<file path="src/rtl/stream_fifo.sv">
// stream_fifo: first-word-fall-through valid/ready FIFO with occupancy, status flags and sticky overflow
module stream_fifo #(
  parameter int DW = 32,
  parameter int DEPTH = 4,
  localparam int AW = $clog2(DEPTH)
) (
  input  logic          clk,
  input  logic          rst,
  input  logic          flush,
  input  logic          in_valid,
  output logic          in_ready,
  input  logic [DW-1:0] in_data,
  output logic          out_valid,
  input  logic          out_ready,
  output logic [DW-1:0] out_data,
  output logic [AW:0]   count,
  output logic          full,
  output logic          empty,
  output logic          ovf_sticky
);
  logic [DW-1:0] mem [DEPTH];
  logic [AW-1:0] wr_ptr, rd_ptr;
  logic push, pop;
  always_comb begin
    full = count == (AW+1)'(DEPTH);
    empty = count == '0;
    in_ready = !full;
    out_valid = !empty;
    push = in_valid && in_ready;
    pop = out_valid && out_ready;
    out_data = empty ? '0 : mem[rd_ptr];
  end
  always_ff @(posedge clk)
    if (!rst && !flush && push) mem[wr_ptr] <= in_data;
  always_ff @(posedge clk) begin
    if (rst || flush) begin
      wr_ptr <= '0;
      rd_ptr <= '0;
      count <= '0;
      ovf_sticky <= 1'b0;
    end else begin
      if (push) wr_ptr <= wr_ptr + AW'(1);
      if (pop) rd_ptr <= rd_ptr + AW'(1);
      count <= push && !pop ? count + (AW+1)'(1) : pop && !push ? count - (AW+1)'(1) : count;
      if (in_valid && full) ovf_sticky <= 1'b1;
    end
  end
endmodule

</file>
<file path="config.mk">
export PLATFORM = sky130hd
export DESIGN_NAME = stream_fifo
export DESIGN_NICKNAME = d
export VERILOG_FILES = /design/src/rtl/stream_fifo.sv
export SDC_FILE = /design/constraint.sdc
export NUM_CORES = 1
export LEC_CHECK = 0
export CORE_UTILIZATION = 35
export DETAILED_ROUTE_END_ITERATION = 12
export GPL_TIMING_DRIVEN = 1
export PLACE_DENSITY_LB_ADDON = 0.12
export SYNTH_ARGS = -nofsm -noshare
export SYNTH_HDL_FRONTEND = slang
export SYNTH_SLANG_ARGS = --single-unit
</file>
<file path="constraint.sdc">
create_clock -name clk -period 4.23 [get_ports clk]
set_input_delay 0.846 -clock clk [delete_from_list [all_inputs] [get_ports clk]]
set_output_delay 0.846 -clock clk [all_outputs]
set_load 0.005 [all_outputs]
</file>
Word-level counts from Yosys, hierarchy flattened
Memories as Yosys holds them, arrays and structs flattened. A register that Yosys moved wholly into a read port is not among the register bits.
Cells that the tools add are included.
{ "totals": {"mem_count": 1, "word_cells": 33, "rom_bits": 0, "out_inout_bits": 40, "mem_bits_rw": 128, "ff_bits": 8, "latchBits": 0} }
{ "memory_table": {"columns": ["name", "depth", "word_bits", "rd", "rd_clocked_by_memory_dff", "write_ports", "line_no", "rtl"], "rows": [
  ["mem", 4, 32, 1, 1, 1, "21", "logic [DW-1:0] mem [DEPTH];"]
]} }
{ "op_classes": {"n_mux": 7, "magnitude_cmp": 0, "n_eq_ne": 1, "shifts": 0, "div": 0, "mul": 0, "add_sub_neg": 4, "bitwise_logic": 0, "reduce_logical": 16} }
{ "op_table": {"columns": ["operator", "count"], "rows": [
  ["32-bit two-way mux", 1],
  ["1-bit logical AND", 7],
  ["1-bit logical NOT", 6],
  ["3-bit two-way mux", 2],
  ["2-bit by 1-bit adder with 2-bit output, second input constant", 2],
  ["2-bit two-way mux", 2],
  ["3-bit by 1-bit adder with 3-bit output, second input constant", 1],
  ["3-bit equality test, second input constant", 1],
  ["3-bit logical NOT", 1],
  ["3-bit by 1-bit subtractor with 3-bit output, second input constant", 1],
  ["1-bit two-way mux", 2],
  ["2-bit nonzero test", 1],
  ["1-bit logical OR", 1]
]} }

Longest topological paths before layout
Gate-level depths: netlist of run 1.
{ "depth": {"depth_word": 7, "mapped_depth": 10, "mapped_depth_nobuf": 8} }

Worst setup path after synthesis of run 1
OpenSTA, ideal clock, no wires.
{ "synth_path": {"kind": "input-to-reg", "startpoint": "in in_valid", "endpoint": "reg count[2]", "path_buffers": 1, "required_time_ns": 4.160, "setup_slack_ns": 1.852, "setup_time_ns": 0.070, "t_arrival_ns": 2.307, "path_stages": 8, "cell_sequence": "and2_4 -> buf_6 -> ha_1 -> inv_1 -> fa_1 -> xor2_1 -> or3_2 -> a21oi_1"} }
{ "synth_between": {"elab_chain_len": 4} }
{ "synth_rtl": {"columns": ["item", "line_no", "rtl"], "rows": [
  ["from (decl)", "10", "input logic in_valid,"],
  ["1-bit logical AND (*)", "29", "push = in_valid && in_ready;"],
  ["via push", "23", "logic push, pop;"],
  ["1-bit logical NOT", "44", "count <= push && !pop ? count + (AW+1)'(1) : pop && !push ? count - (AW+1)'(1) : count;"],
  ["1-bit logical AND", "44", null],
  ["2-bit nonzero test (no source line)", null, null],
  ["to (signal assigned)", "44", null],
  ["to (decl)", "16", "output logic [AW:0] count,"]
]} }
The timed path passes the listed nets; every way through them passes the cells marked *.
A chain may end at the register's enable or synchronous reset.

==> impl_metrics.ini, run 1 <==
[setup_path]
endpoint_kind = output port
worstPathArrival_ns = 2.42
cp_max_fo = 32
crit_type = reg2out
required_ns = 3.38
start_kind = register
r2r_slack_ns = 1.90

[floorplanning]
die_y_um = 126
fp.coreArea_mm2 = 0.0148
ios = 77
rows = 44
die-area_mm2 = 0.0158
start_util = 0.363
die_x_um = 126

[sta]
maxSlewViolCount = 0
hold_violations = 0
setup-violations-final = 0
maxSlewHeadroom = 0.366
timing.fmax_mhz = 306
period_share = 0.773
whs_ns = 0.489
period_needed_ns = 3.27
grt_setup_unrepaired = no
finalSetupTns_ns = 0
final.setup_skew_ns = 0.00974
max_slew.worst_pin.slew_ns = 0.950

[clocking]
insertion_delay_ns = 0.42
cts_tree = built
htreeDepth = 4
cts_made_buffers = 17
clkTransAtPathRegs_ns = 0.06
cts_sinks = 138
cts_resized = 0
cts_hold_repair.buffers = 0
post_cts_buffers = 0
root_buffer = clkbuf_16
clockBufferDepth = 2

[final_layout]
nFillCells = 1289
nets = 385
syn2layout_area_growth_pct = 27.9
antennaDiodeCount = 0
drive_gt1_frac = 0.195

[logic_synthesis]
synth_cells = 258
synthTopCellsByArea = edfxtp_1 (72%), mux4_2 (13%), dfxtp_1 (3.7%)
synth_top_area_share = 0.717
syn_avg_cell_area_um2 = 20.8
yosys.area.top_type = edfxtp_1
synth_fp_nets = 301
ys_seq_area_frac = 0.754
ys.warnings.count = 0
ys_ff_latch = 138
syn-cell-area_mm2 = 0.00536
ys_types = 32

[route]
routed_via_density = 4.89
drt_pre_antenna_iters = 4
routedWlPerCell_um = 18.5
wl_mm = 9.94
drtIter0Drc = 115
vias = 2633
antenna_left = 0
drcViolationCount = 0

[pwr]
power_mw = 3.21
ir_worst_vdd_mv = 0.277
powerDensity_mw_per_mm2 = 468
p_leak_nw = 2.22

[placement]
post-dp-hpwl_mm = 5.45
gp_congestion = 0.658
io_buffers = 76

[global_route]
grt.total_usage = 0.137
antenna_found_initial = 0
grt_pass1_wl_mm = 15.4
grt_max_degree = 37
grt_pass1_vias = 2724
overflow = 0

[worst_hold_path]
hp-class = reg2reg

[status]
status = completed

[flow_run]
max_cap_violations = 0
==> flip-flops by register name (all words and copies together), names as in the netlist, named ones only <==
register and cells:
mem 128, count 3, rd_ptr 2, wr_ptr 2
ovf_sticky 1
==> kinds of logic (layout without fill, tap and decap cells) <==
family | count (synthesis) | count (layout) | share of synthesized area
and+or+nand+nor | 51 | 51 | 0.0607
DFF | 138 | 138 | 0.754
AOI/OAI and AO/OA | 9 | 9 | 0.0110
adders and majority gates | 6 | 6 | 0.0154
xor gates and xnor gates | 3 | 3 | 0.00490
buffers and inverters | 18 | 114 | 0.0173
muxes | 33 | 33 | 0.136
==> layer usage <==
layer  track usage  up-vias  part of all wire
li1              -     1192                 -
met1         0.176     1356              0.46
met2         0.209       77              0.48
met3        0.0459        8             0.044
met4        0.0702        0             0.014
met5             0        -                 0
==> synth_stat cells (all sizes together) <==
cell	count
or3	2
xor2	3
a21oi	4
or3b	1
nor3	1
and2	1
or2	1
clkbuf	4
mux4	32
o21ai	2
nand2	1
dfxtp	10
and2b	13
nor2	6
edfxtp	128
nand4	1
and3	4
nand3	1
mux2i	1
fa	1
buf	9
o31ai	2
nor2b	19
inv	5
a21o	1
ha	5
==> power breakdown <==
| part | internal (mW) | total [mW] | switching, mW |
|---|---|---|---|
| registers | 1.51 | 1.52 | 0.0122 |
| logic | 0.193 | 0.323 | 0.130 |
| clock network | 0.847 | 1.36 | 0.515 |
==> cells in the final DEF (no fill, tap or decap), drive strengths merged, types with 3 or more instances in the layout <==
cell and count:
clkbuf 19, inv 5, nor2 6, nor2b 19, edfxtp 128, clkinv 8, mux4 32, ha 5
and2b 13, clkdlybuf4s50 76, xor2 3, dfxtp 10, a21oi 4, and3 4
==> through the flow <==
stage	cell area, um^2	util	instances	setup slack (ns)
floorplan	5360	-	258	1.85
global placement	6310	0.428	507	1.30
detailed placement	6310	0.428	507	1.24
CTS	6850	0.465	538	0.875
global route	6850	0.465	538	0.811
finish	6850	0.465	538	0.961
==> cell type report <==
cell class	instances	area, um^2	share of cell area
tap	184	230	0.0336
clock buffer	19	433	0.0632
multi-input combinational	102	1230	0.179
sequential	138	4050	0.590
clock inverter	12	108	0.0157
inverter	5	18.8	0.00274
timing repair buffer	78	788	0.115
==> worst paths after layout <==
check	start	end	depth (start not counted)
worst max-delay path	register	out_data[1]	3
worst min-delay path	ovf_sticky	ovf_sticky	2
worst max register to register	count[0]	count[2]	8
worst min register to register	ovf_sticky	ovf_sticky	2
==> critical path, stage by stage (launching register included) <==
cell             delay, ns
dfxtp_2               0.93
mux4_2                0.42
and2b_1               0.20
clkdlybuf4s50_1       0.45
No activity file was read; power rests on OpenSTA's default activity.
==> run 2: changes to the inputs <==
- clock period: 4.23 -> 3.4 ns (I/O delays scaled with it)
==> impl_metrics.ini, run 2 (same netlist as run 1, synthesis figures left out) <==
[final_layout]
top_regs = mem x128, count x3
final_common_cell = edfxtp_1
drive_gt1_frac = 0.227
final_area_mm2 = 0.00709
nets = 391
regMostFlops = mem
syn2layout_area_growth_pct = 32.2
largest_register_ffs = 128
final_cell_mix = edfxtp_1 (128), clkdlybuf4s50_1 (76), mux4_2 (32)
antennaDiodeCount = 0

[status]
status = completed

[placement]
dp_slack_ns = 0.590
io_buffers = 76
post-dp-hpwl_mm = 5.90
place_area_mm2 = 0.00641
gp_congestion = 0.660

[pwr]
powerDensity_mw_per_mm2 = 620
ir_worst_vdd_mv = 0.377
pwr-share-comb = 0.093
switchingPower_mw = 0.828
p_sw_frac = 0.189
power_mw = 4.39
p_leak_nw = 2.34
p_seq_frac = 0.431
pwr-share-clk = 0.476
power.internal_mw = 3.56

[clocking]
clockBufferDepth = 2
post_cts_buffers = 0
insertion_delay_ns = 0.41
htreeDepth = 4
clkTransAtPathRegs_ns = 0.06
cts_sinks = 138
cts_hold_repair.buffers = 0
cts_made_buffers = 17
root_buffer = clkbuf_16
cts_resized = 0
cts_tree = built

[floorplanning]
ios = 77
rows = 44
start_util = 0.363
fp.coreArea_mm2 = 0.0148
die-area_mm2 = 0.0158
die_y_um = 126
die_x_um = 126

[sta]
timing.fmax_mhz = 338
finalSetupTns_ns = 0
grt_setup_unrepaired = no
fin_ws_ns = 0.441
maxSlewViolCount = 0
final.setup_skew_ns = 0.00638
maxSlewHeadroom = 0.668
hold_violations = 0
period_share = 0.870
whs_ns = 0.478
setup-violations-final = 0
period_needed_ns = 2.96
max_slew.worst_pin.slew_ns = 0.498

[global_route]
antenna_found_initial = 0
grt_pass1_vias = 2841
grt.total_usage = 0.139
grt_max_degree = 37
grt_pass1_wl_mm = 15.8
overflow = 0

[route]
antenna_left = 0
wl_mm = 9.88
routed_via_density = 4.88
routedWlPerCell_um = 18.1
drtIter0Drc = 155
drt_pre_antenna_iters = 4
drcViolationCount = 0
vias = 2661

[setup_path]
slowest_stage = mux4_2
start_kind = register
crit_chain = buf_4 > mux4_2 > and2b_1 > clkdlybuf4s50_1
required_ns = 2.72
cp_max_fo = 17
crit_type = reg2out
cpPeakStageDelay_ns = 0.54
endpoint_kind = output port
worstPathArrival_ns = 2.28

[flow_run]
max_cap_violations = 0

[worst_hold_path]
hp-class = reg2reg
-- run 2: cell type report --
type                    count  area [um^2]
well taps                 184          230
clock inverters            14          250
fillers                  1270         7670
inverters                   5         18.8
multi-input cells         102         1230
flip-flops and latches    138         4050
repair buffers             84          883
clock buffers              18          429
-- run 2: stage by stage --
stage / util / instances
after floorplan: - / 258
after global placement: 0.434 / 513
after detailed placement: 0.434 / 513
after CTS: 0.480 / 545
after global routing: 0.480 / 545
final: 0.480 / 545
-- run 2: layer usage --
layer,track usage,up-vias,share of wire
li1,-,1208,-
met1,0.173,1357,0.44
met2,0.225,75,0.49
met3,0.0391,21,0.043
met4,0.0659,0,0.020
met5,0,-,0
-- run 2: final timing paths --
kind | to | slack [ns] | from | cells past startpoint
worst max-delay path | out_data[8] | 0.44 | register | 4
worst min-delay path | ovf_sticky | 0.48 | ovf_sticky | 2
worst max register to register | count[2] | 1.10 | count[0] | 8
worst min register to register | ovf_sticky | 0.48 | ovf_sticky | 2
-- run 2: power by group through the flow --
stage / sequential, mW / clock (mW) / combinational, mW
2_1_floorplan: 1.93 / 0 / 0.179
3_3_place_gp: 1.93 / 0 / 0.416
3_5_place_dp: 1.93 / 0 / 0.417
4_1_cts: 1.89 / 2.13 / 0.421
5_1_grt: 1.90 / 2.20 / 0.447
6_report: 1.89 / 2.09 / 0.409
-- run 2: worst max-delay path: cells and delay by family (launching register included) --
kind                   cells  cell delay (ns)
buffers and inverters      2             0.79
muxes                      1             0.54
DFF                        1             0.32
and+or+nand+nor            1             0.20
==> run 3: changes to the inputs <==
- CTS_BUF_LIST: not set -> sky130_fd_sc_hd__clkbuf_2 sky130_fd_sc_hd__clkbuf_4 sky130_fd_sc_hd__clkbuf_8
==> impl_metrics.ini, run 3 (same netlist as run 1, synthesis figures left out) <==
[route]
wl_mm = 9.86
routed_via_density = 4.87
vias = 2655
drcViolationCount = 0
drt_pre_antenna_iters = 4
routedWlPerCell_um = 18.1
antenna_left = 0
drtIter0Drc = 149

[sta]
period_share = 0.874
maxSlewHeadroom = 0.667
hold_violations = 0
setup-violations-final = 0
finalSetupTns_ns = 0
timing.fmax_mhz = 337
final.setup_skew_ns = 0.00536
period_needed_ns = 2.97
grt_setup_unrepaired = no
max_slew.worst_pin.slew_ns = 0.499
maxSlewViolCount = 0

[clocking]
cts_hold_repair.buffers = 0
clockBufferDepth = 2
post_cts_buffers = 0
htreeDepth = 4
insertion_delay_ns = 0.42
cts_made_buffers = 17
root_buffer = clkbuf_8
cts_sinks = 138
cts_tree = built
cts_resized = 0
clkTransAtPathRegs_ns = 0.07

[setup_path]
r2r_cells = 8
crit_type = reg2out
cp_max_fo = 17
crit_buf_inv = 2
endpoint_kind = output port
worstPathArrival_ns = 2.29
r2r_slack_ns = 1.10
rr_startpoint = count[0]
cpLargestDelayFamily = buffers and inverters
cp_num_cells = 4
slowest_stage = mux4_2
r2r-end = count[2]
start_kind = register
required_ns = 2.72
cpPeakStageDelay_ns = 0.54
crit_chain = buf_4 > mux4_2 > and2b_1 > clkdlybuf4s50_1

[final_layout]
final_common_cell = edfxtp_1
antennaDiodeCount = 0
largest_register_ffs = 128
top_regs = mem x128, count x3
syn2layout_area_growth_pct = 28.7
regMostFlops = mem
final_util = 0.468
nets = 391
final_cell_mix = edfxtp_1 (128), clkdlybuf4s50_1 (76), mux4_2 (32)
drive_gt1_frac = 0.230
final_area_mm2 = 0.00690

[floorplanning]
ios = 77
rows = 44
die_y_um = 126
fp.coreArea_mm2 = 0.0148
die-area_mm2 = 0.0158
start_util = 0.363
die_x_um = 126

[global_route]
antenna_found_initial = 0
grt.total_usage = 0.139
grt_max_degree = 37
overflow = 0
grt_pass1_vias = 2855
grt_pass1_wl_mm = 15.8

[pwr]
powerDensity_mw_per_mm2 = 566
p_leak_nw = 2.26
ir_worst_vdd_mv = 0.261

[flow_run]
max_cap_violations = 0

[placement]
io_buffers = 76
post-dp-hpwl_mm = 5.90
place_area_mm2 = 0.00641
gp_congestion = 0.660

[worst_hold_path]
min_from = ovf_sticky
holdPathStages = 2
hp-class = reg2reg
hold_end = ovf_sticky

[status]
status = completed
-- run 3: cell count changes in the layout (fill, tap and decap cells not counted) --
cell,before,now
clkbuf_4,0,1
clkbuf_1,1,0
clkbuf_8,0,17
clkbuf_16,17,0
-- run 3: worst max path at each step --
stage / from / slack (ns) / to
6_report: register / 0.43 / out_data[8]
3_5_place_dp: in_valid / 0.59 / count[2]
4_1_cts: register / 0.34 / out_data[0]
3_3_place_gp: in_valid / 0.63 / count[2]
5_1_grt: register / 0.27 / out_data[8]
2_1_floorplan: count[0] / 1.16 / count[2]
-- run 3: cell type report --
class	count	area, um^2
clock inverter	14	250
timing repair buffer	84	883
fill	1287	7850
clock buffer	18	241
tap	184	230
multi-input combinational	102	1230
sequential	138	4050
inverter	5	18.8
-- run 3: power by group --
group | internal (mW) | switching, mW
Clock | 1.02 | 0.583
Sequential | 1.88 | 0.0129
Combinational | 0.242 | 0.167
Total | 3.14 | 0.763
-- run 3: tightest hold or removal path, delay by kind of cell (launching register included) --
family / cells / cell delay [ns]
AND/OR/NAND/NOR: 1 / 0.07
flip-flops: 1 / 0.33
AO/OA/AOI/OAI: 1 / 0.04
-- run 3: metal layers --
| metal | vias up | GRT usage | part of all wire |
|---|---|---|---|
| li1 | 1204 | - | - |
| met1 | 1370 | 0.172 | 0.45 |
| met2 | 71 | 0.226 | 0.50 |
| met3 | 10 | 0.0404 | 0.038 |
| met4 | 0 | 0.0617 | 0.011 |
| met5 | - | 0 | 0 |
-- run 3: metrics by stage --
| stage | power (mW) | hold slack, ns | worst slack (ns) | instances |
|---|---|---|---|---|
| after global routing | 4.06 | 0.525 | 0.271 | 545 |
| after floorplan | 2.11 | 0.459 | 1.16 | 258 |
| after CTS | 3.96 | 0.487 | 0.344 | 545 |
| after global placement | 2.34 | 0.454 | 0.631 | 513 |
| after detailed placement | 2.35 | 0.466 | 0.590 | 513 |
| final | 3.91 | 0.483 | 0.429 | 545 |
